**src/rtl/bp_be_pkg.sv**
```systemverilog
// Shared types for the long-latency integer divide pipe.
package bp_be_pkg;

  typedef enum logic [1:0] {
    e_idiv_div  = 2'd0,
    e_idiv_divu = 2'd1,
    e_idiv_rem  = 2'd2,
    e_idiv_remu = 2'd3
  } bp_be_idiv_op_e;

  typedef enum logic [1:0] {
    e_idiv_idle = 2'd0,
    e_idiv_calc = 2'd1,
    e_idiv_fix  = 2'd2
  } bp_be_idiv_state_e;

  localparam int unsigned dword_width_gp    = 64;
  localparam int unsigned reg_addr_width_gp = 5;

  // One result-queue entry at the default machine widths.
  typedef struct packed {
    logic [dword_width_gp-1:0]    data;
    logic [reg_addr_width_gp-1:0] rd_addr;
  } bp_be_idiv_entry_s;

endpackage

```
**src/rtl/bp_be_idiv_iter_core.sv**
```systemverilog
// Restoring radix-2 shift/subtract divider on unsigned magnitudes.
module bp_be_idiv_iter_core #(
  parameter int unsigned width_p  = 64,
  parameter int unsigned n_width_p = $clog2(width_p + 1)
) (
  input  logic                 clk_i,
  input  logic                 reset_n_i,
  input  logic                 start_i,
  input  logic                 kill_i,
  input  logic [width_p-1:0]   dividend_i,
  input  logic [width_p-1:0]   divisor_i,
  input  logic [n_width_p-1:0] n_i,
  output logic [width_p-1:0]   quotient_o,
  output logic [width_p-1:0]   remainder_o,
  output logic                 done_o
);

  localparam logic [n_width_p-1:0] width_lp = n_width_p'(width_p);

  logic [width_p-1:0]   quo_q, quo_d, rem_q, rem_d, div_q, div_d;
  logic [n_width_p-1:0] cnt_q, cnt_d;
  logic                 busy_q, busy_d;
  logic [width_p:0]     rem_sh, diff;

  // One iteration per cycle; a short op is pre-shifted so its MSB starts at the top.
  always_comb begin
    quo_d  = quo_q;
    rem_d  = rem_q;
    div_d  = div_q;
    cnt_d  = cnt_q;
    busy_d = busy_q;
    rem_sh = {rem_q, quo_q[width_p-1]};
    diff   = rem_sh - {1'b0, div_q};
    if (kill_i) begin
      busy_d = 1'b0;
      cnt_d  = '0;
    end else if (start_i) begin
      quo_d  = dividend_i << (width_lp - n_i);
      rem_d  = '0;
      div_d  = divisor_i;
      cnt_d  = n_i - n_width_p'(1);
      busy_d = 1'b1;
    end else if (busy_q) begin
      quo_d = {quo_q[width_p-2:0], ~diff[width_p]};
      rem_d = diff[width_p] ? rem_sh[width_p-1:0] : diff[width_p-1:0];
      if (cnt_q == '0) begin
        busy_d = 1'b0;
      end else begin
        cnt_d = cnt_q - n_width_p'(1);
      end
    end
  end

  // Datapath and iteration counter state.
  always_ff @(posedge clk_i or negedge reset_n_i) begin
    if (!reset_n_i) begin
      quo_q  <= '0;
      rem_q  <= '0;
      div_q  <= '0;
      cnt_q  <= '0;
      busy_q <= 1'b0;
    end else begin
      quo_q  <= quo_d;
      rem_q  <= rem_d;
      div_q  <= div_d;
      cnt_q  <= cnt_d;
      busy_q <= busy_d;
    end
  end

  assign quotient_o  = quo_q;
  assign remainder_o = rem_q;
  assign done_o      = busy_q && (cnt_q == '0);

endmodule

```
**src/rtl/bsg_fifo_1r1w_small.sv**
```systemverilog
// Small in-order FIFO with show-ahead head and synchronous clear.
module bsg_fifo_1r1w_small #(
  parameter int unsigned width_p = 8,
  parameter int unsigned els_p   = 2,
  parameter int unsigned cnt_width_p = $clog2(els_p + 1)
) (
  input  logic                   clk_i,
  input  logic                   reset_n_i,
  input  logic                   clear_i,
  input  logic                   v_i,
  input  logic [width_p-1:0]     data_i,
  output logic                   v_o,
  output logic [width_p-1:0]     data_o,
  input  logic                   yumi_i,
  output logic [cnt_width_p-1:0] count_o
);

  localparam int unsigned ptr_w_lp = (els_p > 1) ? $clog2(els_p) : 1;
  localparam logic [ptr_w_lp-1:0] last_lp = ptr_w_lp'(els_p - 1);

  logic [width_p-1:0]     mem [els_p];
  logic [ptr_w_lp-1:0]    wr_ptr_q, wr_ptr_d, rd_ptr_q, rd_ptr_d;
  logic [cnt_width_p-1:0] count_q, count_d;
  logic                   push, pop;

  // Pointer and occupancy update; clear wins over push and pop.
  always_comb begin
    push     = v_i && !clear_i;
    pop      = yumi_i && !clear_i && (count_q != '0);
    wr_ptr_d = wr_ptr_q;
    rd_ptr_d = rd_ptr_q;
    count_d  = count_q;
    if (clear_i) begin
      wr_ptr_d = '0;
      rd_ptr_d = '0;
      count_d  = '0;
    end else begin
      if (push) wr_ptr_d = (wr_ptr_q == last_lp) ? '0 : wr_ptr_q + ptr_w_lp'(1);
      if (pop)  rd_ptr_d = (rd_ptr_q == last_lp) ? '0 : rd_ptr_q + ptr_w_lp'(1);
      if (push && !pop)      count_d = count_q + cnt_width_p'(1);
      else if (pop && !push) count_d = count_q - cnt_width_p'(1);
    end
  end

  // Pointer/count state.
  always_ff @(posedge clk_i or negedge reset_n_i) begin
    if (!reset_n_i) begin
      wr_ptr_q <= '0;
      rd_ptr_q <= '0;
      count_q  <= '0;
    end else begin
      wr_ptr_q <= wr_ptr_d;
      rd_ptr_q <= rd_ptr_d;
      count_q  <= count_d;
    end
  end

  // Storage array; contents need no reset since count gates visibility.
  always_ff @(posedge clk_i) begin
    if (push) mem[wr_ptr_q] <= data_i;
  end

  assign data_o  = mem[rd_ptr_q];
  assign v_o     = (count_q != '0);
  assign count_o = count_q;

endmodule

```
**src/rtl/bp_be_pipe_long_idiv_mc.sv**
```systemverilog
// Multi-cycle divide/remainder pipe: FSM, sign/special handling, result queue.
module bp_be_pipe_long_idiv_mc
  import bp_be_pkg::*;
#(
  parameter int unsigned width_p         = 64,
  parameter int unsigned word_width_p    = 32,
  parameter int unsigned els_p           = 2,
  parameter int unsigned rd_addr_width_p = 5
) (
  input  logic                       clk_i,
  input  logic                       reset_n_i,
  input  logic                       v_i,
  output logic                       ready_and_o,
  input  logic [1:0]                 op_i,
  input  logic                       opw_i,
  input  logic [rd_addr_width_p-1:0] rd_addr_i,
  input  logic [width_p-1:0]         a_i,
  input  logic [width_p-1:0]         b_i,
  input  logic                       flush_i,
  output logic                       v_o,
  output logic [width_p-1:0]         data_o,
  output logic [rd_addr_width_p-1:0] rd_addr_o,
  input  logic                       yumi_i
);

  localparam int unsigned n_w_lp   = $clog2(width_p + 1);
  localparam int unsigned cnt_w_lp = $clog2(els_p + 1);
  localparam int unsigned ext_lp   = width_p - word_width_p;
  localparam logic [width_p-1:0] dmin_lp = {1'b1, {(width_p-1){1'b0}}};
  localparam logic [width_p-1:0] wmin_lp = {{(ext_lp+1){1'b1}}, {(word_width_p-1){1'b0}}};

  bp_be_idiv_state_e state_q, state_d;
  bp_be_idiv_op_e    op_e;
  logic accept, push, start, core_done, is_signed, is_rem, a_neg, b_neg, div_zero, ovf, fast;
  logic [width_p-1:0] a_eff, b_eff, a_mag, b_mag, spec_res, quo, rem, res_raw, res;
  logic [width_p-1:0] spec_res_q, spec_res_d;
  logic [rd_addr_width_p-1:0] rd_q, rd_d;
  logic special_q, special_d, is_rem_q, is_rem_d, q_neg_q, q_neg_d, r_neg_q, r_neg_d, opw_q, opw_d;
  logic [cnt_w_lp-1:0] q_count;

  // Operand preparation straight from the issue ports.
  always_comb begin
    op_e      = bp_be_idiv_op_e'(op_i);
    is_signed = (op_e == e_idiv_div) || (op_e == e_idiv_rem);
    is_rem    = (op_e == e_idiv_rem) || (op_e == e_idiv_remu);
    a_eff     = a_i;
    b_eff     = b_i;
    if (opw_i) begin
      a_eff = {{ext_lp{is_signed & a_i[word_width_p-1]}}, a_i[word_width_p-1:0]};
      b_eff = {{ext_lp{is_signed & b_i[word_width_p-1]}}, b_i[word_width_p-1:0]};
    end
    a_neg    = is_signed && a_eff[width_p-1];
    b_neg    = is_signed && b_eff[width_p-1];
    a_mag    = a_neg ? -a_eff : a_eff;
    b_mag    = b_neg ? -b_eff : b_eff;
    div_zero = (b_eff == '0);
    ovf      = is_signed && (b_eff == '1) && (a_eff == (opw_i ? wmin_lp : dmin_lp));
    fast     = div_zero || ovf;
    if (div_zero) spec_res = is_rem ? a_eff : '1;
    else          spec_res = is_rem ? '0 : a_eff;
  end

  // Per-op context captured on accept for the fix-up cycle.
  always_comb begin
    spec_res_d = spec_res_q;
    rd_d       = rd_q;
    special_d  = special_q;
    is_rem_d   = is_rem_q;
    q_neg_d    = q_neg_q;
    r_neg_d    = r_neg_q;
    opw_d      = opw_q;
    if (accept) begin
      spec_res_d = spec_res;
      rd_d       = rd_addr_i;
      special_d  = fast;
      is_rem_d   = is_rem;
      q_neg_d    = a_neg ^ b_neg;
      r_neg_d    = a_neg;
      opw_d      = opw_i;
    end
  end

  // FSM state register and captured context.
  always_ff @(posedge clk_i or negedge reset_n_i) begin
    if (!reset_n_i) begin
      state_q    <= e_idiv_idle;
      spec_res_q <= '0;
      rd_q       <= '0;
      special_q  <= 1'b0;
      is_rem_q   <= 1'b0;
      q_neg_q    <= 1'b0;
      r_neg_q    <= 1'b0;
      opw_q      <= 1'b0;
    end else begin
      state_q    <= state_d;
      spec_res_q <= spec_res_d;
      rd_q       <= rd_d;
      special_q  <= special_d;
      is_rem_q   <= is_rem_d;
      q_neg_q    <= q_neg_d;
      r_neg_q    <= r_neg_d;
      opw_q      <= opw_d;
    end
  end

  // Next-state logic; flush forces IDLE from anywhere.
  always_comb begin
    state_d = state_q;
    unique case (state_q)
      e_idiv_idle: if (accept) state_d = fast ? e_idiv_fix : e_idiv_calc;
      e_idiv_calc: if (core_done) state_d = e_idiv_fix;
      e_idiv_fix:  state_d = e_idiv_idle;
      default:     state_d = e_idiv_idle;
    endcase
    if (flush_i) state_d = e_idiv_idle;
  end

  // FSM outputs: ready, accept, iteration start and queue push.
  always_comb begin
    ready_and_o = (state_q == e_idiv_idle) && (q_count < cnt_w_lp'(els_p)) && !flush_i;
    accept      = v_i && ready_and_o;
    start       = accept && !fast;
    push        = (state_q == e_idiv_fix) && !flush_i;
  end

  bp_be_idiv_iter_core #(.width_p(width_p), .n_width_p(n_w_lp)) core (
    .clk_i       (clk_i),
    .reset_n_i   (reset_n_i),
    .start_i     (start),
    .kill_i      (flush_i),
    .dividend_i  (a_mag),
    .divisor_i   (b_mag),
    .n_i         (opw_i ? n_w_lp'(word_width_p) : n_w_lp'(width_p)),
    .quotient_o  (quo),
    .remainder_o (rem),
    .done_o      (core_done)
  );

  // Sign correction and W-form narrowing of the final result.
  always_comb begin
    if (special_q)     res_raw = spec_res_q;
    else if (is_rem_q) res_raw = r_neg_q ? -rem : rem;
    else               res_raw = q_neg_q ? -quo : quo;
    res = opw_q ? {{ext_lp{res_raw[word_width_p-1]}}, res_raw[word_width_p-1:0]} : res_raw;
  end

  bsg_fifo_1r1w_small #(.width_p(width_p + rd_addr_width_p), .els_p(els_p), .cnt_width_p(cnt_w_lp)) queue (
    .clk_i     (clk_i),
    .reset_n_i (reset_n_i),
    .clear_i   (flush_i),
    .v_i       (push),
    .data_i    ({res, rd_q}),
    .v_o       (v_o),
    .data_o    ({data_o, rd_addr_o}),
    .yumi_i    (yumi_i),
    .count_o   (q_count)
  );

  // Consumer may only take a valid head.
  always_ff @(posedge clk_i) begin
    if (reset_n_i) assert (!(yumi_i && !v_o));
  end

endmodule
```
**config.mk**
```make
export PLATFORM = sky130hd
export DESIGN_NAME = bp_be_pipe_long_idiv_mc
export DESIGN_NICKNAME = d
export VERILOG_FILES = /design/src/rtl/bp_be_pkg.sv /design/src/rtl/bp_be_idiv_iter_core.sv /design/src/rtl/bsg_fifo_1r1w_small.sv /design/src/rtl/bp_be_pipe_long_idiv_mc.sv
export SDC_FILE = /design/constraint.sdc
export NUM_CORES = 1
export LEC_CHECK = 0
export ABC_CLOCK_PERIOD_IN_PS = 10000
export CORE_ASPECT_RATIO = 0.7
export CORE_MARGIN = 5
export CORE_UTILIZATION = 55
export CTS_CLUSTER_DIAMETER = 80
export CTS_CLUSTER_SIZE = 24
export DETAILED_ROUTE_END_ITERATION = 12
export GPL_TIMING_DRIVEN = 0
export PLACE_DENSITY = 0.75
export REMOVE_ABC_BUFFERS = 1
export SLEW_MARGIN = 5
export SYNTH_ARGS = -nofsm -noshare
export SYNTH_HDL_FRONTEND = slang
export SYNTH_SLANG_ARGS = --single-unit
export TNS_END_PERCENT = 5
```
**constraint.sdc**
```tcl
create_clock -name clk_i -period 10 [get_ports clk_i]
set_clock_uncertainty 0.05 [all_clocks]
set_input_delay 1 -clock clk_i [delete_from_list [all_inputs] [get_ports clk_i]]
set_output_delay 1 -clock clk_i [all_outputs]
set_load 0.005 [all_outputs]
```
=== After elaboration in Yosys (flattened, before gate mapping) ===
Memory sizes are Yosys's and may differ from the RTL's.
Cells that the tools add are included.

* $add $sub $neg: 12
* Order comparisons: 1
* Equality and inequality tests: 9
* Shift-type cells: 1
* Multiplexer cells: 43
* Bitwise operators: 5
* Reductions and logical operators: 36

{| class="wikitable"
|+ Operators by type and width
! kind !! count
|-
| $mux W64 || 17
|-
| $neg A64 Y64 || 4
|-
| $sub A65 B64 Y65 || 1
|-
| $eq A64 B64 Y1 || 1
|-
| $eq A64 B64 Y1 const B || 1
|-
| $logic_not A64 Y1 || 1
|-
| $shl A64 B7 Y64 || 1
|-
| $mux W63 || 1
|-
| $mux W7 || 5
|-
| $logic_and A1 B1 Y1 || 15
|-
| $mux W2 || 7
|-
| $sub A7 B1 Y7 const B || 2
|-
| $mux W1 || 12
|-
| $reduce_and A2 Y1 || 4
|-
| $reduce_bool A2 Y1 || 4
|-
| $logic_not A7 Y1 || 1
|-
| $sub A7 B7 Y7 const A || 1
|-
| $eq A2 B2 Y1 const B || 3
|-
| $ne A3 B2 Y1 const B || 2
|-
| $reduce_bool A3 Y1 || 2
|-
| $logic_not A1 Y1 || 4
|-
| $logic_not A2 Y1 || 2
|-
| $pmux W2 S2 || 1
|-
| $logic_or A1 B1 Y1 || 3
|-
| other kinds (9) || 12
|}

* Bits in registers: 280
* RAM bits: 138
* Input port bits: 141
* Output and inout port bits: 71
* Word-level logic and storage cells: 124
* Memories kept: 1

{| class="wikitable"
|+ Memories
! memory !! depth !! width !! rd ports !! clocked after Yosys merged registers in !! write ports !! RTL line !! source
|-
| queue.mem || 2 || 69 || 1 || 0 || 1 || bsg_fifo_1r1w_small.sv:21 || <nowiki>logic [width_p-1:0] mem [els_p];</nowiki>
|}

=== Logic depth before layout (Yosys ltp) ===
Gate-level depths: netlist (run 1).

* Depth in word-level cells: 12
* Gate-level depth with buffers: 19

=== Cells and area by module ===
From an unflattened synthesis (run 1), not the netlist that was laid out.

* Cell total of the unflattened synthesis: 3965
* Area total of the unflattened synthesis: 33369.5 um2

{| class="wikitable"
|+ By module, submodules not included
! module !! times used !! cells an instance !! area each (um2) !! seq. area each (um2)
|-
| bp_be_idiv_iter_core || 1 || 1992 || 15969.1 || 5004.8
|-
| bp_be_pipe_long_idiv_mc || 1 || 1734 || 11851.4 || 1901.8
|-
| bsg_fifo_1r1w_small || 1 || 239 || 5549.1 || 4244.1
|}

=== Least setup slack after synthesis (run 1) ===
Ideal clock, no wire load.

* Path type: input-to-reg
* From: in flush_i
* To: mem queue.mem[1][0] (netlist name) (enable)
* Library setup time: 0.595 ns
* Arrival time: 6.266 ns
* Setup slack: 3.089 ns
* Stages: 2
* Buffers on the path: 1
* Cell sequence: clkbuf_1 nor3b_1

* Cells in the longest elaborated chain, start to end: 5

{| class="wikitable"
|+ RTL lines
! what !! RTL line !! source
|-
| from (decl) || bp_be_pipe_long_idiv_mc.sv:19 || <nowiki>input logic flush_i,</nowiki>
|-
| $logic_not A1 Y1 * || bsg_fifo_1r1w_small.sv:28, bp_be_pipe_long_idiv_mc.sv:123 ||
|-
| $logic_and A1 B1 Y1 || bp_be_pipe_long_idiv_mc.sv:123 || <nowiki>push = (state_q == e_idiv_fix) && !flush_i;</nowiki>
|-
| $logic_and A1 B1 Y1 * || bsg_fifo_1r1w_small.sv:28 || <nowiki>push = v_i && !clear_i;</nowiki>
|-
| $mux W1 * || bsg_fifo_1r1w_small.sv:60 || <nowiki>if (push) mem[wr_ptr_q] <= data_i;</nowiki>
|-
| $mux W1 (implied by the code) * || bsg_fifo_1r1w_small.sv:60 ||
|-
| to (decl) || bsg_fifo_1r1w_small.sv:21 ||
|}

Every way passes the cells marked *; elsewhere a longest branch is shown, timed or not.

=== Final worst setup path (run 1) ===
* From: in a_i[31]
* To: reg core.rem_q[31], in the netlist core.remainder_o[31]

* Cells in the longest elaborated chain, start to end: 9
* Elaborated cells between the ends (all ways): 10
* Classes of those cells: eq/ne: 1; mux: 2; bitwise: 1; reduce/logical: 6

{| class="wikitable"
|+ RTL lines
! what !! RTL line !! source
|-
| from (decl) || bp_be_pipe_long_idiv_mc.sv:17 || <nowiki>input logic [width_p-1:0] a_i,</nowiki>
|-
| $and A1 B1 Y1 || bp_be_pipe_long_idiv_mc.sv:49 || <nowiki>a_eff = {{ext_lp{is_signed & a_i[word_width_p-1]}}, a_i[word_width_p-1:0]};</nowiki>
|-
| $mux W64 * || bp_be_pipe_long_idiv_mc.sv:48 || <nowiki>if (opw_i) begin</nowiki>
|-
| $eq A64 B64 Y1 * || bp_be_pipe_long_idiv_mc.sv:57 || <nowiki>ovf = is_signed && (b_eff == '1) && (a_eff == (opw_i ? wmin_lp : dmin_lp));</nowiki>
|-
| $logic_and A1 B1 Y1 * || bp_be_pipe_long_idiv_mc.sv:57 ||
|-
| $logic_or A1 B1 Y1 * || bp_be_pipe_long_idiv_mc.sv:58 || <nowiki>fast = div_zero || ovf;</nowiki>
|-
| $logic_not A1 Y1 * || bp_be_pipe_long_idiv_mc.sv:122 || <nowiki>start = accept && !fast;</nowiki>
|-
| $logic_and A1 B1 Y1 * || bp_be_pipe_long_idiv_mc.sv:122 ||
|-
| $reduce_bool A2 Y1 (no source line) || -- ||
|-
| $reduce_and A2 Y1 (no source line) || -- ||
|-
| to (signal assigned) || bp_be_idiv_iter_core.sv:64 || <nowiki>rem_q <= rem_d;</nowiki>
|-
| to (decl) || bp_be_idiv_iter_core.sv:20 || <nowiki>logic [width_p-1:0] quo_q, quo_d, rem_q, rem_d, div_q, div_d;</nowiki>
|}

Marked as above.
A chain may end at the register's enable or synchronous reset.

==> out/qor.csv, run 1 <==
metric,value,unit
DRT Wirelength,92700,µm
"Buf+Inv Stages, Crit Path",2,
Syn. warnings,0,
Mapped Area,29700,µm²
Cells after DPL,4269,
Crit. Startpoint,a_i[31],
maximum vdd drop,0.155,mV
Max Clock Freq,0.155,GHz
layout cell share with drive strength beyond 1,0.0642,
number of post-CTS setup repair buffers,0,
max cap viols,0,
syn_area_per_cell,8.41,µm²
Slew @ Worst Pin,1.41,ns
Die Y,204,µm
Final Hold Vio Count,0,
1st-iter DRT viols,3156,
Final Max Tran Viols,0,
area delta synth->final,12.3,%
drt first pass iters,8,
I/O Pins,212,
"Seq/Total Area, Yosys",0.376,
DRC,0,
Arrival @ worst endpoint,6.93,ns
element type at the critical path start,input pin,
crit end category,flop,
clock latency on the worst-skew pair,0.59,ns
grt total ovfl,0,
Main synth FF type,dfrtp_1,
Final #Nets,3776,
PortBufs,211,
pin count of the biggest net entering global routing,103,
RD Place Congestion,0.975,
Cell variety after synth,95,
CP Class,input pin to flop,
number of synthesized flops with an enable pin,138,
synthesis-stage register bit count,418,
drt wl/cell,21.5,µm
HPWL Detailed,68700,µm
CTS Buf Count,23,
clk slew on worst S/H paths,0.10,ns
Crit Path Max Fanout,58,
"Core Util, Final",0.622,
CP most frequent cell,nor4_1,
Post-CTS Hold Buffers,0,
period utilisation layout,0.645,
leak pwr,13.2,nW
RR Startpoint,core.quotient_o[63],
FP Rows,71,
unrepaired setup endpoints after global routing,no,
core area,53600,µm²
total track usage,0.305,
Initial Util,0.554,
Die Area,58700,µm²
normalized max-slew margin,0.0579,
clock sink total,418,
vias per cell,6.34,
CP cell instances,"clkdlybuf4s50_1, and3b_2, o21ai_0, nor4_1, a41oi_2, nand2_4, nand3b_1, buf_8, nor4_1, a211o_1",
clock root buffer,clkbuf_16,
initial antenna violation count,4,
worst hold path class,input pin to asynchronous set/reset pin,
Critical-path top delay cell,clkdlybuf4s50_1,
first-pass GRT wire length,144000,µm
Final setup viols,0,
CP top delay family,simple AND/OR/NAND/NOR gates,
"Async S/R FF share, synth",0.670,
CTS tree,yes,
Chip Width,288,µm
Critical Path Max Stage Delay,1.03,ns
post-route ant nets,0,
minimum clock period after layout,6.45,ns
setup slack at placement,2.45,ns
vias in the first global route,24951,
Critical Path RT,10.48,ns
H-tree levels,1,
outcome,"finished, final reports clean",
pwr dens,159,nW/µm²
setup_tns,0,ns
Tot Pwr,0.00531,W
clk buf depth,3,
final non-filler cell total,4312,
Mapped Cells,3525,
DR vias,27334,
PnR worst setup slack,3.55,ns
Resize count post-CTS,0,
## logic make-up (layout without fill, tap and decap cells)
kind of cell | after synthesis | after routing | share of synthesized area
compound gates | 1143 | 1143 | 0.232
flops | 418 | 418 | 0.376
other cells | 0 | 1 | 0
mux | 135 | 135 | 0.0488
buf+inv | 369 | 425 | 0.0499
fa+ha+maj | 89 | 89 | 0.0363
xor+xnor | 301 | 301 | 0.0889
simple gates | 1070 | 1070 | 0.168
## placed cells by master, fill, tap and decap left out, types with 80 or more instances in the layout
cell	Yosys	final
dfrtp_1	280	275
xor2_1	129	128
o21ai_0	457	457
xnor2_1	172	171
clkdlybuf4s50_1	0	208
edfxtp_1	138	138
nand2_1	455	453
nor2_1	225	224
a21oi_1	305	303
nor3_1	82	80
inv_1	123	123
## cells in the mapped netlist (41+ instances only)
cell type  number  area [µm²]
inv_1         123         462
nor3_1         82         410
a21oi_1       305        1530
clkbuf_1      177         664
nand4_1        41         257
mux2_2         72         811
mux2i_1        62         621
ha_1           70         876
o21ai_0       457        2290
a21o_1         51         383
xnor2_1       172        1510
xor2_1        129        1130
nor4_1         47         294
nand2_1       455        1710
dfrtp_1       280        7010
or3_1          42         263
nor2_1        225         845
o31ai_1        63         473
edfxtp_1      138        4140
## stage by stage
step | cell area (µm²) | hold WS (ns)
2_1_floorplan | 28600 | 0.392
3_3_place_gp | 31700 | 0.403
3_5_place_dp | 32600 | 0.406
4_1_cts | 33300 | 0.304
5_1_grt | 33300 | 0.323
6_report | 33300 | 0.283
## worst paths after layout
check | end | slack [ns] | cells after the start
max | core.remainder_o[31] | 3.55 | 10
min | core.div_q[4] | 0.28 | 1
max reg2reg | core.remainder_o[2] | 4.50 | 19
min reg2reg | queue.mem[0][2] | 0.43 | 0
max in group asynchronous | special_q | 8.38 | 3
min in group clk_i | queue.mem[0][2] | 0.43 | 0
## state kept, by name (all words and copies together), names as in the netlist, 2 cells and up
register	flops
queue.count_o	2
core.cnt_q	7
rd_q	5
spec_res_q	64
core.div_q	64
core.quotient_o	64
state_q	2
queue.mem	138
core.remainder_o	64
## metal layers
metal | wire length [µm] | track usage | vias up
met5 | 46 | 0 | -
met3 | 9420 | 0.0776 | 143
met1 | 40900 | 0.450 | 13113
li1 | - | - | 12801
met2 | 40100 | 0.459 | 1271
met4 | 2240 | 0.0622 | 6
## final cells by class
cell class	count	area [µm²]
tap	730	913
clock buffer	35	652
multi-input combinational	2738	17100
sequential	418	11200
antenna	1	2.50
clock inverter	7	87.6
timing repair buffer	257	2900
fill	4809	20300
inverter	126	475
## report_power, final
group | leakage (nW) | internal, W | switching [W] | total, W
logic | 8.02 | 0.000703 | 0.00117 | 0.00187
clock network | 0.352 | 0.000471 | 0.000623 | 0.00109
registers | 4.87 | 0.00205 | 0.000294 | 0.00234
total | 13.2 | 0.00322 | 0.00208 | 0.00531
Note: power is estimated with default switching activity, not from simulation.
==> inputs of run 2 (changes only) <==
ABC_CLOCK_PERIOD_IN_PS = 6100   (was 10000)
clock period = 6.1 ns   (was 10 ns; I/O delays follow)
==> run 2 against run 1 <==
  * Sequential power grew 64%
  * Die area stayed put
  * Utilization about the same
  * Clock-buffer cell count unchanged
  * Sequential share of layout area is essentially flat
  * Largest cell class unchanged
  * Largest power group unchanged
==> out/qor.csv, run 2 (synthesis gave the netlist of run 1 again) <==
metric,value,unit
CP most frequent cell,nor4_1,
Final setup viols,0,
"commonest cells after routing, fill and taps aside","457 x o21ai_0, 453 x nand2_1, 303 x a21oi_1, 275 x dfrtp_1, 224 x nor2_1",
DR vias,27264,
Die Area,58700,µm²
clk buf depth,3,
pin count of the biggest net entering global routing,103,
outcome,"finished, final reports clean",
drt wl/cell,21.5,µm
Final #Nets,3777,
CP Class,input pin to flop,
Slew @ Worst Pin,1.41,ns
normalized max-slew margin,0.0573,
"most common cell after layout, fill and taps aside",o21ai_0,
Tot Pwr,0.00870,W
setup_tns,0,ns
Max Clock Freq,0.174,GHz
number of post-CTS setup repair buffers,0,
core area,53600,µm²
CTS tree,yes,
clock sink total,418,
max cap viols,0,
CTS Buf Count,23,
layout cell share with drive strength beyond 1,0.0642,
unrepaired setup endpoints after global routing,no,
FP Rows,71,
post-route ant nets,0,
DRC,0,
vias per cell,6.32,
Critical Path RT,6.58,ns
Die Y,204,µm
worst hold path class,flop to flop,
"Buf+Inv Stages, Crit Path",2,
Crit Path Max Fanout,58,
clock latency on the worst-skew pair,0.59,ns
max reg flops,138,
Fill cells,4811,
maximum vdd drop,0.250,mV
Chip Width,288,µm
Top reg by flops,queue.mem,
minimum clock period after layout,5.76,ns
Arrival @ worst endpoint,6.24,ns
first-pass GRT wire length,144000,µm
pwr dens,261,nW/µm²
Initial Util,0.554,
CP top delay family,simple AND/OR/NAND/NOR gates,
initial antenna violation count,4,
I/O Pins,212,
Finished Cell Area,33300,µm²
Critical-path top delay cell,clkdlybuf4s50_1,
DRT Wirelength,92800,µm
1st-iter DRT viols,3181,
clock root buffer,clkbuf_16,
Post-Place Cell Area,32600,µm²
PortBufs,211,
crit end category,flop,
leak pwr,13.2,nW
vias in the first global route,24971,
clk slew on worst S/H paths,0.10,ns
Final Hold Vio Count,0,
drt first pass iters,6,
grt total ovfl,0,
Final Max Tran Viols,0,
area delta synth->final,12.4,%
H-tree levels,1,
CP cell instances,"clkdlybuf4s50_1, and3b_4, o21ai_0, nor4_1, a41oi_2, nand2_8, nand3b_1, buf_8, nor4_1, a211o_1",
RD Place Congestion,0.975,
element type at the critical path start,input pin,
total track usage,0.306,
Critical Path Max Stage Delay,0.90,ns
Cells after DPL,4269,
final non-filler cell total,4314,
HPWL Detailed,68700,µm
period utilisation layout,0.945,
[run 2: changes by cell type in the layout (fill, tap and decap cells not counted)]
| cell | previous run | this run |
|---|---|---|
| and3b_2 | 1 | 0 |
| and3b_4 | 0 | 1 |
| diode_2 | 1 | 2 |
| dlygate4sd3_1 | 0 | 1 |
| nand2_4 | 2 | 1 |
| nand2_8 | 0 | 1 |
[run 2: layout make-up]
| class | count | area [µm²] | share of cell area |
|---|---|---|---|
| inverter | 126 | 475 | 0.0143 |
| clock buffer | 35 | 652 | 0.0196 |
| clock inverter | 7 | 87.6 | 0.00263 |
| sequential | 418 | 11200 | 0.335 |
| tap | 730 | 913 | 0.0274 |
| multi-input combinational | 2738 | 17100 | 0.514 |
| timing repair buffer | 258 | 2910 | 0.0873 |
| antenna | 2 | 5.00 | 0.000150 |
[run 2: power breakdown]
part / internal [W] / switching, W / total [W]
Sequential: 0.00336 / 0.000482 / 0.00384
Combinational: 0.00115 / 0.00191 / 0.00307
Clock: 0.000771 / 0.00102 / 0.00179
Total: 0.00529 / 0.00342 / 0.00870
[run 2: metrics by stage]
stage / setup WS, ns / util / hold slack (ns)
2_1_floorplan: -4.95 / - / 0.264
3_3_place_gp: -17.70 / 0.591 / 0.403
3_5_place_dp: -1.06 / 0.608 / 0.406
4_1_cts: 0.0800 / 0.622 / 0.415
5_1_grt: 0.132 / 0.622 / 0.444
6_report: 0.336 / 0.622 / 0.429
[run 2: path summary, 6_finish.rpt]
path	to	cells past startpoint	slack, ns	from
max reg2reg	core.remainder_o[2]	19	0.60	core.quotient_o[63]
min	queue.mem[0][2]	0	0.43	rd_q[2]
min reg2reg	queue.mem[0][2]	0	0.43	rd_q[2]
min in group asynchronous	core.div_q[4]	2	0.50	reset_n_i
max in group asynchronous	special_q	4	4.26	reset_n_i
max	core.remainder_o[31]	10	0.34	op_i[0]
[run 2: metal layers]
layer	vias to the layer above	GRT usage	part of all wire
met5	-	0	0.00089
met3	161	0.0776	0.11
met4	8	0.0622	0.026
met2	1314	0.460	0.43
li1	12799	-	-
met1	12982	0.450	0.44
[run 2: repair_timing]
action	in CTS	in global routing
endpoints found under the hold margin	64	0
hold buffers	1	0
endpoints found under the setup margin	27	3
resized for setup	2	2
